**config.mk**
```make
export PLATFORM = sky130hd
export DESIGN_NAME = lcd_disp_interface
export DESIGN_NICKNAME = d
export VERILOG_FILES = /design/src/rtl/lcd_disp_interface.sv
export SDC_FILE = /design/constraint.sdc
export NUM_CORES = 1
export LEC_CHECK = 0
export ABC_AREA = 0
export CAP_MARGIN = 20
export CORE_UTILIZATION = 25
export CTS_CLUSTER_SIZE = 24
export DETAILED_ROUTE_END_ITERATION = 8
export PLACE_DENSITY_LB_ADDON = 0.2
export RECOVER_POWER = 50
export SLEW_MARGIN = 0
export SYNTH_ARGS = -nofsm -noshare
export SYNTH_HDL_FRONTEND = slang
export SYNTH_SLANG_ARGS = --single-unit
```
**constraint.sdc**
```tcl
create_clock -name clk -period 4 [get_ports clk]
set_input_delay 1 -clock clk [delete_from_list [all_inputs] [get_ports clk]]
set_output_delay 1 -clock clk [all_outputs]
set_load 0.01 [all_outputs]
```
**src/rtl/lcd_disp_interface.sv**
```systemverilog
// rtl/lcd_disp_interface.sv - HD44780 write-only byte transmitter with RS/E/DB timing
// Define LCD_4BIT_EN to send each byte as two nibbles on lcd_data[7:4].
module lcd_disp_interface #(
  parameter int T_AS     = 2,
  parameter int T_PW     = 4,
  parameter int T_H      = 2,
  parameter int EXEC_CYC = 8,
  parameter int LONG_CYC = 32
) (
  input  logic       clk,
  input  logic       rst,
  input  logic [7:0] data,
  input  logic       ins_data,
  input  logic       send_data,
  output logic       busy,
  output logic       done,
  output logic       lcd_rs,
  output logic       lcd_rw,
  output logic       lcd_e,
  output logic [7:0] lcd_data
);

  localparam int MAX_A = (T_AS > T_PW) ? T_AS : T_PW;
  localparam int MAX_B = (T_H > EXEC_CYC) ? T_H : EXEC_CYC;
  localparam int MAX_C = (MAX_A > MAX_B) ? MAX_A : MAX_B;
  localparam int MAXP  = (MAX_C > LONG_CYC) ? MAX_C : LONG_CYC;
  localparam int CW    = $clog2(MAXP + 1);

  generate
    if (T_AS < 1 || T_PW < 1 || T_H < 1 || EXEC_CYC < 1 || LONG_CYC < 1) begin : g_param_chk
      $error("lcd_disp_interface: all timing parameters must be >= 1");
    end
  endgenerate

  typedef enum logic [2:0] {S_IDLE, S_SETUP, S_PULSE, S_HOLD, S_WAIT} state_t;

  state_t        state;
  logic [CW-1:0] cnt;
  logic          long_q;
`ifdef LCD_4BIT_EN
  logic [3:0]    lo_nib;
  logic          second;
`endif

  assign lcd_rw = 1'b0;

  always_ff @(posedge clk or negedge rst) begin
    if (!rst) begin
      state    <= S_IDLE;
      cnt      <= '0;
      long_q   <= 1'b0;
      busy     <= 1'b0;
      done     <= 1'b0;
      lcd_rs   <= 1'b0;
      lcd_e    <= 1'b0;
      lcd_data <= 8'h00;
`ifdef LCD_4BIT_EN
      lo_nib   <= 4'h0;
      second   <= 1'b0;
`endif
    end else begin
      done <= 1'b0;
      case (state)
        S_IDLE: begin
          if (send_data) begin
            state  <= S_SETUP;
            cnt    <= CW'(T_AS - 1);
            busy   <= 1'b1;
            lcd_rs <= ins_data;
            // Clear display and return home need the long execution wait
            long_q <= !ins_data && (data == 8'h01 || data == 8'h02 || data == 8'h03);
`ifdef LCD_4BIT_EN
            lcd_data <= {data[7:4], 4'h0};
            lo_nib   <= data[3:0];
            second   <= 1'b0;
`else
            lcd_data <= data;
`endif
          end
        end
        S_SETUP: begin
          if (cnt == '0) begin
            state <= S_PULSE;
            lcd_e <= 1'b1;
            cnt   <= CW'(T_PW - 1);
          end else begin
            cnt <= cnt - 1'b1;
          end
        end
        S_PULSE: begin
          if (cnt == '0) begin
            state <= S_HOLD;
            lcd_e <= 1'b0;
            cnt   <= CW'(T_H - 1);
          end else begin
            cnt <= cnt - 1'b1;
          end
        end
        S_HOLD: begin
          if (cnt == '0) begin
`ifdef LCD_4BIT_EN
            if (!second) begin
              state    <= S_SETUP;
              lcd_data <= {lo_nib, 4'h0};
              second   <= 1'b1;
              cnt      <= CW'(T_AS - 1);
            end else begin
`else
            begin
`endif
              state <= S_WAIT;
              cnt   <= long_q ? CW'(LONG_CYC - 1) : CW'(EXEC_CYC - 1);
            end
          end else begin
            cnt <= cnt - 1'b1;
          end
        end
        S_WAIT: begin
          if (cnt == '0) begin
            state <= S_IDLE;
            busy  <= 1'b0;
            done  <= 1'b1;
          end else begin
            cnt <= cnt - 1'b1;
          end
        end
        default: begin
          state <= S_IDLE;
          busy  <= 1'b0;
          lcd_e <= 1'b0;
        end
      endcase
    end
  end

endmodule

```
==> metrics.yaml, run 1 <==
cts_buffers: 3
synth_top_family_by_area: "compound AO/OA/AOI/OAI gates"
finalCriticalPeriod_ns: 2.25
firstDrtPassIters: 6
syn2layout_area_growth_pct: 25.6
final_cells: 194
fin_skew_ns: 0.00168
max_slew_margin_pct: 50.5
synth-seq-cells: 22
htree_levels: 1
fin_tns_setup_ns: 0
synth_compound_area_share_pct: 20.0
synthMuxAreaShare_pct: 8.49
drtIter0Drc: 40
synthSimpleGateAreaFrac_pct: 17.6
dieArea_sq_um: 5060
synth_edf_count: 0
antenna_found_initial: 0
async_flop_share_pct: 100
grt_pass1_vias: 1029
cts.sinks: 22
maxSlewViolCount: 0
pwr_density_cell_nw_per_um2: 693
wl_per_cell_microns: 13.7
worstMarginPinSlew_ns: 0.741
root_buffer: "clkbuf_8"
post_cts_buffers: 0
cts.reportedPaths.clkPinSlew_ns: 0.08
path_class: "in -> reg"
antenna-diode-count: 0
hold_violations: 0
vias_per_cell: 5.31
worstPathArrival_ns: 2.44
status: "finished, violations left"
drt-total-wl_mm: 2.66
cts_tree: "built"
grt_max_degree: 23
drc: 2
die_w_microns: 71.1
dp_slack_ns: 1.48
synth_xor_area_share_pct: 1.47
dp_hpwl_mm: 1.94
synth-seq-area-share_pct: 46.1
crit_fanout: 3
drive_above_1_share_pct: 12.0
ios: 25
syn_nets: 134
postLayoutSetupSlackWorst_ns: 1.75
vdd_drop_max_mv: 0.302
cts.path.max_buffers: 2
min_path_cells: 1
worstSetupStartpointType: "primary input"
port_buffers: 23
setup_violations: 0
netlist_area_sq_um: 1190
synthCells: 121
crit_required_ns: 4.19
fp.dieH_microns: 71.1
period_share_pct: 56.3
max-cap-violations: 0
cts_resized: 0
synth_fa_ha_area_share_pct: 1.05
place_congestion: 0.835
ys_warn_count: 0
end_kind: "register"
grt.total_usage_pct: 11.8
rows: 24
vias: 1031
p_leak_nw: 0.595
initial_utilization_pct: 26.7
rsz0062_at_grt: "no"
synth_ff_type: "dfrtp_1"
min_path_type: "reg -> reg"
final_antenna_net_count: 0
synth.distinct_cells: 43
clk_latency_ns: 0.26
violations: "DRC"
grt_remaining_overflow: 0
syn_avg_cell_area_sq_um: 9.86
dp.cells: 190
ctsHoldBuffers: 0
grt_pass1_wl_mm: 4.78
fmax_mhz: 444
coreArea_sq_um: 4470
nNetsFinal: 157
rr_worst_depth: 6
[metrics by stage]
stage	area, sq um	power (mW)	utilization (%)	hold slack [ns]
after floorplan	1190	0.725	-	0.446
after global placement	1460	0.905	32.6	0.490
after detailed placement	1460	0.909	32.6	0.491
final	1500	1.04	33.5	0.515
after CTS	1500	1.05	33.6	0.506
after global routing	1500	1.14	33.5	0.538
[worst max-delay path: stages]
cell	delay, ns
clkdlybuf4s50_1	0.49
or4_1	0.15
o21ai_0	0.14
or4b_1	0.52
o211ai_2	0.14
[cell type report]
cell class,instances,area (sq um)
inverter,6,22.5
multi-input combinational,86,578
sequential,22,551
fill,460,2980
timing repair buffer,25,241
tap,52,65.1
clock buffer,3,41.3
[worst paths after layout]
| kind | from | to | slack (ns) |
|---|---|---|---|
| min in group asynchronous | rst | cnt[2] | 1.12 |
| max reg2reg | cnt[0] | cnt[1] | 1.75 |
| min reg2reg | lcd_data[3] | lcd_data[3] | 0.51 |
| max | send_data | cnt[2] | 1.75 |
| min | lcd_data[3] | lcd_data[3] | 0.51 |
| max in group asynchronous | rst | lcd_data[6] | 1.88 |
[cells in the mapped netlist, types with 2 or more instances]
| cell type | count | area share (%) |
|---|---|---|
| o21a_1 | 2 | 1.3 |
| a211oi_1 | 3 | 1.9 |
| inv_1 | 5 | 1.6 |
| nor3_1 | 3 | 1.3 |
| buf_2 | 5 | 2.1 |
| a21oi_1 | 4 | 1.7 |
| dfrtp_1 | 22 | 46 |
| xnor2_1 | 2 | 1.5 |
| or3_1 | 2 | 1.0 |
| nand2_1 | 11 | 3.5 |
| a21o_1 | 2 | 1.3 |
| a31oi_1 | 4 | 2.1 |
| o21ai_0 | 7 | 2.9 |
| mux2_2 | 9 | 8.5 |
| o22ai_1 | 4 | 2.1 |
| nand3_1 | 3 | 1.3 |
| nor2b_1 | 2 | 1.0 |
| nor2_1 | 6 | 1.9 |
[state kept, by name, indices dropped and copies added, names as in the netlist]
name / flops
done: 1
state: 3
cnt: 6
busy: 1
lcd_rs: 1
lcd_e: 1
lcd_data: 8
long_q: 1
[metal layers]
metal,global-route usage (%),part of all wire (%),vias to the layer above
met1,15.6,46,493
li1,-,-,498
met5,0,0,-
met3,2.42,5.8,3
met2,19.9,48,37
met4,3.11,0.79,0
[report_power, final]
part	internal (mW)	switching [mW]	total (mW)
registers	0.319	0.101	0.420
logic	0.264	0.218	0.482
clock network	0.0672	0.0691	0.136
[cell families after synthesis]
| logic type | count (synthesis) |
|---|---|
| AOI/OAI and AO/OA | 35 |
| buffers and inverters | 13 |
| other | 1 |
| xor gates and xnor gates | 2 |
| adders and majority gates | 1 |
| muxes | 9 |
| and+or+nand+nor | 38 |
| DFF | 22 |
[cell usage in the layout, fill, tap and decap left out, types with 2 or more instances in the layout]
cell type        count
a211oi_1             3
a21o_1               2
a21oi_1              4
a31oi_1              4
clkbuf_8             3
clkdlybuf4s50_1     22
dfrtp_1             22
inv_1                5
mux2_2               9
nand2_1             11
nand3_1              3
nor2_1               6
nor2b_1              2
nor3_1               3
o21a_1               2
o21ai_0              7
o22ai_1              4
or3_1                2
xnor2_1              2
Power figures use the tool's default switching activity.
==> inputs of run 2 (changes only) <==
Clock period 4 ns to 2.3 ns, I/O delays scaled along.
==> metrics.yaml, run 2 (same netlist as run 1, synthesis figures left out) <==
cts.reportedPaths.clkPinSlew_ns: 0.08
p_sw_share_pct: 37.5
drt-total-wl_mm: 2.77
largest_register_ff_count: 8
vias_per_cell: 5.20
ios: 25
port_buffers: 23
final_common_cell: "dfrtp_1"
cts.path.max_buffers: 2
max_slew_margin_pct: 18.3
end_kind: "register"
power_switching_mw: 0.700
nNetsFinal: 160
p_leak_nw: 0.624
dp_slack_ns: 0.211
timing.hold.ws_ns: 0.500
clk_latency_ns: 0.26
fillers: 441
coreArea_sq_um: 4470
drive_above_1_share_pct: 15.1
seqCellArea_sq_um: 551
antenna-diode-count: 0
fin_skew_ns: 0.00576
fin_tns_setup_ns: 0
grt_max_degree: 23
pwr_density_cell_nw_per_um2: 1210
post_cts_buffers: 0
crit_required_ns: 2.45
cts_tree: "built"
top_register: "lcd_data"
drc: 2
hold_violations: 0
cts_resized: 0
wl_per_cell_microns: 14.0
grt_remaining_overflow: 0
cts_buffers: 3
vdd_drop_max_mv: 0.402
antenna_found_initial: 0
intPower_mw: 1.17
place_area_sq_um: 1490
postLayoutSetupSlackWorst_ns: 0.266
vias: 1030
slowest_stage: "dfrtp_1"
combPwrFrac_pct: 45.6
dp_hpwl_mm: 2.04
maxSlewViolCount: 0
rsz0062_at_grt: "no"
firstDrtPassIters: 6
drtIter0Drc: 62
fin_area_sq_um: 1540
grt_pass1_wl_mm: 5.02
path_buf_inv: 1
max-cap-violations: 0
ctsHoldBuffers: 0
root_buffer: "clkbuf_8"
grt_pass1_vias: 1063
initial_utilization_pct: 26.7
final_antenna_net_count: 0
cpPeakStageDelay_ns: 0.54
final_cell_mix: "dfrtp_1, clkdlybuf4s50_1, nand2_1, mux2_2, o21ai_0"
dieArea_sq_um: 5060
rows: 24
grt.total_usage_pct: 12.4
status: "finished, violations left"
violations: "DRC"
worstMarginPinSlew_ns: 1.23
place_congestion: 0.805
worstSetupStartpointType: "register"
syn2layout_area_growth_pct: 28.8
seqPwrFrac_pct: 39.4
multi_input_area_sq_um: 584
worstPathArrival_ns: 2.18
setup_violations: 0
crit_fanout: 14
fmax_mhz: 492
path_class: "reg -> reg"
die_w_microns: 71.1
fp.dieH_microns: 71.1
cts.sinks: 22
period_share_pct: 88.4
critPathTopFamily: "flip-flops"
p_clk_share_pct: 15.0
path_cells: "or2_2 > nor3_1 > clkbuf_1 > mux2_2"
min_path_type: "reg -> reg"
reg.largest.list: "lcd_data: 8 flops, cnt: 6 flops, state: 3 flops"
htree_levels: 1
finalCriticalPeriod_ns: 2.03
run 2: cell types whose count changed in the layout (fill, tap and decap cells not counted):
| cell | delta |
|---|---|
| clkbuf_1 | +1 |
| clkdlybuf4s50_1 | -4 |
| and2_2 | +1 |
| dlygate4sd3_1 | +4 |
| nor3b_1 | -1 |
| buf_4 | +2 |
| clkbuf_8 | +1 |
| nor3b_2 | +1 |
| and2_0 | -1 |
run 2: per-stage QoR:
step	cells	power, mW	util [%]
after global routing	198	2.03	34.4
after floorplan	121	1.26	-
after CTS	198	1.90	34.5
after detailed placement	194	1.60	33.3
final	198	1.87	34.4
after global placement	194	1.60	33.3
run 2: final timing paths:
check	startpoint	to	slack, ns	cells past startpoint
hold reg to reg	cnt[0]	cnt[0]	0.50	1
max in group asynchronous	rst	state[1]	0.48	2
setup / recovery	state[1]	lcd_rs	0.27	4
min in group asynchronous	rst	cnt[0]	1.08	2
setup reg to reg	state[1]	lcd_rs	0.27	4
hold / removal	cnt[0]	cnt[0]	0.50	1
run 2: area by class of cell:
cell class                 count  share of cell area [%]
multi-input combinational     86                    38.0
inverter                       6                    1.46
timing repair buffer          28                    16.9
sequential                    22                    35.8
clock buffer                   4                    3.58
tap                           52                    4.23
run 2: power groups by stage:
stage          combinational, mW  sequential, mW  clock, mW
2_1_floorplan              0.553           0.708          0
3_3_place_gp               0.860           0.736          0
3_5_place_dp               0.866           0.736          0
4_1_cts                    0.869           0.734      0.293
5_1_grt                    0.952           0.766      0.313
6_report                   0.852           0.736      0.279
run 2: routing by layer:
metal  wire length, microns  GRT usage [%]  share of wire, %  vias to the layer above
li1                       -              -                 -                      495
met1                   1260           16.6                46                      492
met2                   1340           21.4                48                       40
met3                    139           1.99               5.0                        3
met4                     27           2.67              0.98                        0
met5                      0              0                 0                        -
==> inputs of run 3 (changes only) <==
Clock period 2.3 ns to 1.6 ns, I/O delays scaled along.
==> metrics.yaml, run 3 (same netlist as run 1, synthesis figures left out) <==
p_leak_nw: 0.932
min_path_type: "reg -> reg"
dp_hpwl_mm: 2.33
end_kind: "register"
r2r_slack_ns: -0.04
vias_per_cell: 5.11
utilization_pct: 42.8
vdd_drop_max_mv: 0.790
final_common_cell: "buf_4"
coreArea_sq_um: 4470
hold_violations: 0
worstSetupStartpointType: "register"
worstPathArrival_ns: 1.83
max_slew_margin_pct: 61.9
grt_remaining_overflow: 0
drc: 2
clk_latency_ns: 0.27
crit_fanout: 5
fmax_mhz: 611
syn2layout_area_growth_pct: 60.6
setup_violations: 2
antenna_found_initial: 0
final_cell_mix: "buf_4, dfrtp_1, dlymetal6s2s_1, nand2_1, clkdlybuf4s50_1"
initial_utilization_pct: 26.7
max-cap-violations: 0
htree_levels: 1
die_w_microns: 71.1
final_antenna_net_count: 0
firstDrtPassIters: 6
vias: 1159
hold_start: "lcd_rs"
pwr_density_cell_nw_per_um2: 1790
path_class: "reg -> reg"
cts.reportedPaths.clkPinSlew_ns: 0.09
wl_per_cell_microns: 14.8
drive_above_1_share_pct: 38.3
rsz0062_at_grt: "yes"
crit_required_ns: 1.80
status: "finished, violations left"
postLayoutSetupSlackWorst_ns: -0.0359
place_congestion: 0.852
cts.sinks: 22
period_share_pct: 102
top_register: "lcd_data"
worstMarginPinSlew_ns: 0.572
p_total_mw: 3.44
cts.path.max_buffers: 2
grt_max_degree: 23
cts_buffers: 3
drtIter0Drc: 21
critPathLaunch: "cnt[0]"
port_buffers: 23
root_buffer: "clkbuf_8"
rows: 24
finalCriticalPeriod_ns: 1.64
antenna-diode-count: 0
violations: "DRC, setup timing"
maxSlewViolCount: 0
timing.rr.start: "cnt[0]"
grt.total_usage_pct: 14.3
fp.dieH_microns: 71.1
reg.largest.list: "lcd_data: 8 flops, cnt: 6 flops, state: 3 flops"
grt_pass1_wl_mm: 5.69
largest_register_ff_count: 8
grt_pass1_vias: 1273
fin_skew_ns: 0.00191
dieArea_sq_um: 5060
cts_tree: "built"
nNetsFinal: 189
drt-total-wl_mm: 3.36
ios: 25
run 3: changes by cell type in the layout (fill, tap and decap cells not counted), sizes merged:
cell and change:
clkbuf -2, buf +30, clkdlybuf4s50 -8, dlygate4sd3 -4
dlymetal6s2s +12, bufinv +1
run 3: through the flow:
stage | instances | setup TNS, ns | setup slack (ns) | hold WS, ns | cell area, sq um
after CTS | 224 | -0.0678 | -0.0458 | 0.481 | 1800
after global placement | 215 | -2.98 | -0.226 | 0.491 | 1660
final | 227 | -0.0531 | -0.0359 | 0.515 | 1920
after detailed placement | 215 | -3.19 | -0.266 | 0.495 | 1660
after global routing | 227 | -0.354 | -0.0830 | 0.534 | 1920
after floorplan | 121 | -0.0406 | -0.0406 | 0.104 | 1200
run 3: area by class of cell:
type                    instances  area [sq um]
inverters                       6          22.5
well taps                      52          65.1
flip-flops and latches         22           552
fillers                       433          2560
clock inverters                 1          30.0
clock buffers                   3          41.3
multi-input cells              86           686
repair buffers                 57           520
run 3: worst paths after layout:
path                            end  depth (start not counted)
max                          cnt[2]                          6
min                          lcd_rs                          1
max reg2reg                  cnt[2]                          6
min reg2reg                  lcd_rs                          1
max in group asynchronous  state[1]                          2
min in group asynchronous    cnt[0]                          2
run 3: critical path: stages (launching register included):
cell and delay (ns):
dfrtp_1 0.38, inv_2 0.06, ha_4 0.16, nor3b_4 0.16, and3_4 0.16, or4b_4 0.51, o211ai_2 0.14
run 3: routing by layer:
layer  vias up  global-route usage, %  share of wire (%)
met1       568                   16.8                 43
met5         -                      0                  0
met3         4                   4.56                4.3
met4         0                   3.56                1.1
met2        31                   25.4                 51
li1        556                      -                  -
run 3: what timing repair did:
action                     CTS  global route
buffers inserted             4             3
setup endpoints to repair   18            31
hold endpoints to repair     0             0
gates resized for setup     10            30
pin swaps                    4             8
hold buffers                 0             0
cloned                       1             0
run 3: where the power goes:
group	total [mW]	switching (mW)	internal, mW
combinational	1.92	0.827	1.09
sequential	0.984	0.183	0.801
clock	0.538	0.203	0.335
==> variant 1 (config.mk and constraints of run 1) <==
Register the output `lcd_rs` once more, with the module's reset; this adds one clock of latency there. The other outputs are not delayed to match.
--- a/src/rtl/lcd_disp_interface.sv
+++ b/src/rtl/lcd_disp_interface.sv
@@ -26,6 +26,8 @@
   localparam int MAXP  = (MAX_C > LONG_CYC) ? MAX_C : LONG_CYC;
   localparam int CW    = $clog2(MAXP + 1);
 
+  logic lcd_rs_s0;
+
   generate
     if (T_AS < 1 || T_PW < 1 || T_H < 1 || EXEC_CYC < 1 || LONG_CYC < 1) begin : g_param_chk
       $error("lcd_disp_interface: all timing parameters must be >= 1");
@@ -51,7 +53,7 @@
       long_q   <= 1'b0;
       busy     <= 1'b0;
       done     <= 1'b0;
-      lcd_rs   <= 1'b0;
+      lcd_rs_s0 <= 1'b0;
       lcd_e    <= 1'b0;
       lcd_data <= 8'h00;
 `ifdef LCD_4BIT_EN
@@ -66,7 +68,7 @@
             state  <= S_SETUP;
             cnt    <= CW'(T_AS - 1);
             busy   <= 1'b1;
-            lcd_rs <= ins_data;
+            lcd_rs_s0 <= ins_data;
             // Clear display and return home need the long execution wait
             long_q <= !ins_data && (data == 8'h01 || data == 8'h02 || data == 8'h03);
 `ifdef LCD_4BIT_EN
@@ -133,5 +135,13 @@
     end
   end
 
+  always_ff @(posedge clk or negedge rst) begin
+    if (!rst) begin
+      lcd_rs <= '0;
+    end else begin
+      lcd_rs <= lcd_rs_s0;
+    end
+  end
+
 endmodule
 
Function: changed (a bounded check fails within 4 cycles, from zero or initial values and one cycle with rst low).
==> variant 1 against run 1 <==
- design area decreased by 3.1%
- worst setup slack got worse by 0.33 ns
- count of clock-buffer cells in the layout unchanged
- synthesized area decreased by 3.8%
- wire length decreased by 4.1%
- register-to-register slack got worse by 0.19 ns
- sequential cell count increased by 1
- largest cell class is now sequential cells
Power is not compared: it rests on default switching activity, and its combinational part moved more than twofold at a synthesized area within 25%.
==> variant 1: results (changes against run 1) <==
stage,metric,value,unit,change
grt,grt_usage,10.89,%,-0.95 points
final_layout,diodes,0,,unchanged
power_and_ir_drop,max-vdd-ir-drop,0.1836,mV,
grt,grt_pass1_vias,898,,-13%
outcome,status,finished clean,,
sta,worst_pin_slew,1.019,ns,+0.2776 ns
synthesis,syn_nets,129,,-3.7%
worst_setup_path,cp_slowest_stage_delay,0.67,ns,+0.15 ns
synthesis,avgSynthCellArea,9.902,um^2,+0.37%
placed_design,dp_cells,183,,-3.7%
clocking,root_buffer,clkbuf_8,,
synthesis,ys_top_cells_by_area,"dfrtp_1 (50%), mux2_2 (8.8%), o21ai_0 (4.8%)",,
placed_design,dp_hpwl,1752,um,-9.5%
route,post_drt_via_cell_ratio,4.872,,-8.3%
worst_setup_path,cp.arrival,2.75,ns,+0.31 ns
worst_setup_path,r2r-start,state[0]$_DFFE_PN0P_,,
worst_setup_path,crit_slowest_cell,nor2_1,,
clocking,htreeDepth,1,,unchanged
clocking,cts_resized,0,,unchanged
worst_setup_path,r2r_cells,4,,-2
final_layout,num-nets-final,150,,-4.5%
route,wirelength,2549,um,-4.1%
grt,antenna_found_initial,0,,unchanged
clocking,clockBufferDepth,2,,unchanged
final_layout,fill_cells,453,,-1.5%
synthesis,synth_common_cells,"dfrtp_1 (23), o21ai_0 (11), mux2_2 (9), nor2_1 (9)",,
placed_design,portBuffers,23,,unchanged
placed_design,gp_congestion,0.8477,,+1.5%
hold_path,hold_start,lcd_rs_s0$_DFFE_PN0P_,,
synthesis,synthArstFlopShare,100.0,%,unchanged
sta,fin_worst_skew,0.003973,ns,+0.002291 ns
clocking,cts_made_buffers,3,,unchanged
worst_setup_path,cp-startpoint,send_data,,
final_layout,drive_gt1_share,10.29,%,-1.7 points
clocking,post_cts.repair.setup_buffers,0,,unchanged
power_and_ir_drop,power.static_leakage,0.0006476,uW,
synthesis,ys_warn_count,0,,unchanged
clocking,worstSkewPairLatency,0.27,ns,
worst_setup_path,crit_fanout,11,,+8
route,drtIter0Drc,46,,+15%
synthesis,ys_seq_area_share,50.11,%,+4.0 points
final_layout,fin_cells,188,,-3.1%
grt,grt_max_degree,24,,+4.3%
sta,drv_slew,0,,unchanged
synthesis,synth.distinct_cells,31,,-28%
route,first_pass_iters,4,,-2
hold_path,hold_depth,0,,-1
final_layout,reg_top3,"lcd_data x8, cnt x6, state x3",,
grt,grt_pass1_wl,4188,um,-12%
## variant 1: metal layers
layer / share of wire, % / global-route usage (%) / vias to the layer above
met2: 44 / 16.56 / 24
met1: 50 / 14.80 / 432
li1: - / - / 456
met5: 0 / 0 / -
met3: 4.9 / 3.779 / 4
met4: 1.0 / 2.667 / 0
## variant 1: cells by family (layout without fill, tap and decap cells)
group                    Yosys count  count (layout)  synth area share [%]
multiplexers                       9               9                 8.824
AO/OA/AOI/OAI                     35              35                 18.95
AND/OR/NAND/NOR                   31              31                 13.18
adder cells (fa/ha/maj)            1               1                 1.089
flip-flops                        23              23                 50.11
other                              1               1                0.3265
buffers and inverters             13              33                 5.228
XOR/XNOR                           3               3                 2.288
## variant 1: per-stage QoR
stage          worst slack (ns)  util [%]  power (uW)  cell area [um^2]
3_3_place_gp              1.165     31.99       255.1              1403
5_1_grt                   1.299     33.13       425.8              1453
6_report                  1.415     33.13       406.9              1453
3_5_place_dp              1.111     31.99       255.5              1403
4_1_cts                   1.412     33.11       415.1              1451
2_1_floorplan             2.088         -       238.7              1149
## variant 1: cell type report
type,count,area (um^2),share of cell area [%]
clock buffers,3,41.29,2.842
clock inverters,1,7.507,0.5168
inverters,5,18.77,1.292
multi-input cells,80,510.5,35.14
flip-flops and latches,23,575.6,39.62
well taps,52,65.06,4.479
repair buffers,24,234.0,16.11
## variant 1: final timing paths
kind | slack [ns] | end
worst max-delay path | 1.41 | lcd_data[2]$_DFFE_PN0P_
worst min-delay path | 0.38 | lcd_rs$_DFF_PN0_
worst max register to register | 1.56 | lcd_data[2]$_DFFE_PN0P_
worst min register to register | 0.38 | lcd_rs$_DFF_PN0_
max in group asynchronous | 1.79 | done$_DFF_PN0_
min in group asynchronous | 1.01 | cnt[5]$_DFFE_PN0P_
## variant 1: critical path, delay by kind of cell
kind                   cells  cell delay (ns)
buffers and inverters      1             0.56
multiplexers               1             0.41
AND/OR/NAND/NOR            2             0.77
## variant 1: power breakdown
group          total [uW]  internal [uW]  switching (uW)
Sequential            232            232               0
Combinational        18.1           9.82            8.28
Clock                 157           70.7            85.8
==> variant 2 (flow settings as in run 1) <==
Made on the original files. `LONG_CYC`: 32 -> 16.
--- a/src/rtl/lcd_disp_interface.sv
+++ b/src/rtl/lcd_disp_interface.sv
@@ -5,7 +5,7 @@
   parameter int T_PW     = 4,
   parameter int T_H      = 2,
   parameter int EXEC_CYC = 8,
-  parameter int LONG_CYC = 32
+  parameter int LONG_CYC = 16
 ) (
   input  logic       clk,
   input  logic       rst,
Formal check against the unedited RTL: no difference found for any inputs over 10 cycles, from zero or initial values and one cycle with rst low; that may be too few to reach the edited logic, so the function may still have changed.
==> variant 2 against run 1 <==
- worst hold slack got worse by 0.0012 ns
- worst setup slack got worse by 0.30 ns
- die area fell by 2.4%
- sequential cell count fell by 1
- first-iteration DRC count rose by 33%
- combinational power rose by 4%
- core utilization fell by 0.85 points
- synthesized area fell by 2.5%
- non-clock buffer count fell by 1
- wire length rose by 0.34%
- total power rose by 0.85%
- design area fell by 3.8%
==> variant 2: results (changes against run 1) <==
stage,metric,value,unit,change
synthesis,synthMuxAreaShare,8.710,%,+0.22 points
power_and_ir_drop,power.static_leakage,0.0005465,uW,-8.1%
synthesis,synth_compound_area_share,19.14,%,-0.88 points
clocking,worstSkewPairLatency,0.27,ns,
final_layout,num-nets-final,148,,-5.7%
placed_design,dp_hpwl,1868,um,-3.5%
synthesis,avgSynthCellArea,10.30,um^2,+4.4%
worst_setup_path,crit_slowest_cell,nor4b_1,,
synthesis,syn_nets,127,,-5.2%
sta,whs,0.5135,ns,-0.001214 ns
worst_setup_path,rrSetupSlack,1.45,ns,-0.30 ns
route,first_pass_iters,4,,-2
grt,grt_pass1_wl,4678,um,-2.2%
worst_setup_path,r2r-end,cnt[3]$_DFFE_PN0P_,,
hold_path,min_to,cnt[0]$_DFFE_PN0P_,,
grt,grt_pass1_vias,998,,-3.0%
final_layout,drive_gt1_share,11.28,%,-0.69 points
final_layout,fill_cells,459,,-0.22%
synthesis,ys_warn_count,0,,unchanged
synthesis,post_synth_xor_area_fraction,0.7527,%,-0.71 points
sta,fin_worst_skew,0.01124,ns,+0.009554 ns
power_and_ir_drop,max-vdd-ir-drop,0.2488,mV,-18%
clocking,post_cts.repair.setup_buffers,0,,unchanged
route,wirelength,2667,um,+0.34%
hold_path,hold_depth,1,,unchanged
synthesis,synth.distinct_cells,44,,+2.3%
grt,grt_usage,11.97,%,+0.13 points
synthesis,ys_seq_area_share,45.16,%,-0.96 points
route,drtIter0Drc,53,,+33%
synthesis,ys_top_cells_by_area,"dfrtp_1 (45%), mux2_2 (8.7%), o21ai_0 (3.0%)",,
grt,grt_max_degree,22,,-4.3%
outcome,status,finished clean,,
hold_path,hold_start,cnt[0]$_DFFE_PN0P_,,
final_layout,fin_cells,185,,-4.6%
sta,worst_pin_slew,1.407,ns,+0.6660 ns
placed_design,dp_cells,180,,-5.3%
route,vias,978,,-5.1%
placed_design,gp_congestion,0.8196,,-1.9%
final_layout,reg_top3,"lcd_data x8, cnt x5, state x3",,
worst_setup_path,crit_fanout,9,,+6
synthesis,synthAdderAreaFrac,3.118,%,+2.1 points
synthesis,synth_common_cells,"dfrtp_1 (21), mux2_2 (9), nor2_1 (8)",,
[variant 2: cell types whose count changed in the layout (fill, tap and decap cells not counted), moves of 2 or more]
cell	before	now
a21o_1	2	0
nor2_1	6	8
o22ai_1	4	1
a211oi_1	3	0
a22oi_1	0	2
o32ai_1	0	2
o31a_1	0	2
nand2_1	11	7
xnor2_1	2	0
nor4_1	1	3
inv_1	5	3
[variant 2: stage by stage]
| stage | total power [uW] | util (%) | setup WS (ns) | cell area, um^2 |
|---|---|---|---|---|
| final | 1047 | 32.65 | 1.445 | 1441 |
| after global routing | 1138 | 32.65 | 1.238 | 1441 |
| after CTS | 1072 | 32.99 | 1.496 | 1456 |
| after detailed placement | 921.1 | 31.97 | 1.237 | 1411 |
| after global placement | 918.6 | 31.97 | 1.218 | 1411 |
| after floorplan | 747.5 | - | 1.903 | 1164 |
[variant 2: how the worst max path moves through the flow]
stage                       start                 endpoint  slack, ns  depth (start not counted)
6_report       cnt[0]$_DFFE_PN0P_       cnt[3]$_DFFE_PN0P_       1.45                          6
3_5_place_dp            send_data       long_q$_DFFE_PN0P_       1.24                          5
3_3_place_gp            send_data       long_q$_DFFE_PN0P_       1.22                          5
4_1_cts                 send_data       long_q$_DFFE_PN0P_       1.50                          5
5_1_grt        cnt[0]$_DFFE_PN0P_       cnt[3]$_DFFE_PN0P_       1.24                          6
2_1_floorplan           send_data  lcd_data[0]$_DFFE_PN0P_       1.90                          3
[variant 2: worst reg2reg max path: stages, from the launching register on]
cell and delay (ns):
dfrtp_1 0.42, inv_1 0.15, ha_1 0.19, nor4b_1 1.12, nor2_1 0.16, o31ai_1 0.30, a31oi_1 0.11
[variant 2: layout make-up]
cell class | instances | share of cell area, %
sequential | 21 | 36.46
timing repair buffer | 24 | 16.23
inverter | 3 | 0.7813
clock buffer | 4 | 3.125
tap | 52 | 4.514
multi-input combinational | 81 | 38.89
[variant 2: cells by family (layout without fill, tap and decap cells)]
family	Yosys count	after routing
and+or+nand+nor	34	34
AOI/OAI and AO/OA	33	33
DFF	21	21
buffers and inverters	11	31
muxes	9	9
adders and majority gates	3	3
other	1	1
xor gates and xnor gates	1	1
[variant 2: routing by layer]
| layer | track usage [%] | vias up | routed length [um] |
|---|---|---|---|
| met5 | 0 | - | 0 |
| met4 | 3.333 | 0 | 18 |
| met3 | 4.185 | 2 | 191 |
| met2 | 18.31 | 44 | 1281 |
| met1 | 15.91 | 471 | 1175 |
| li1 | - | 461 | - |
[variant 2: power by group]
part / internal, uW / switching, uW
Combinational: 268 / 230
Clock: 71.0 / 74.1
Sequential: 298 / 105
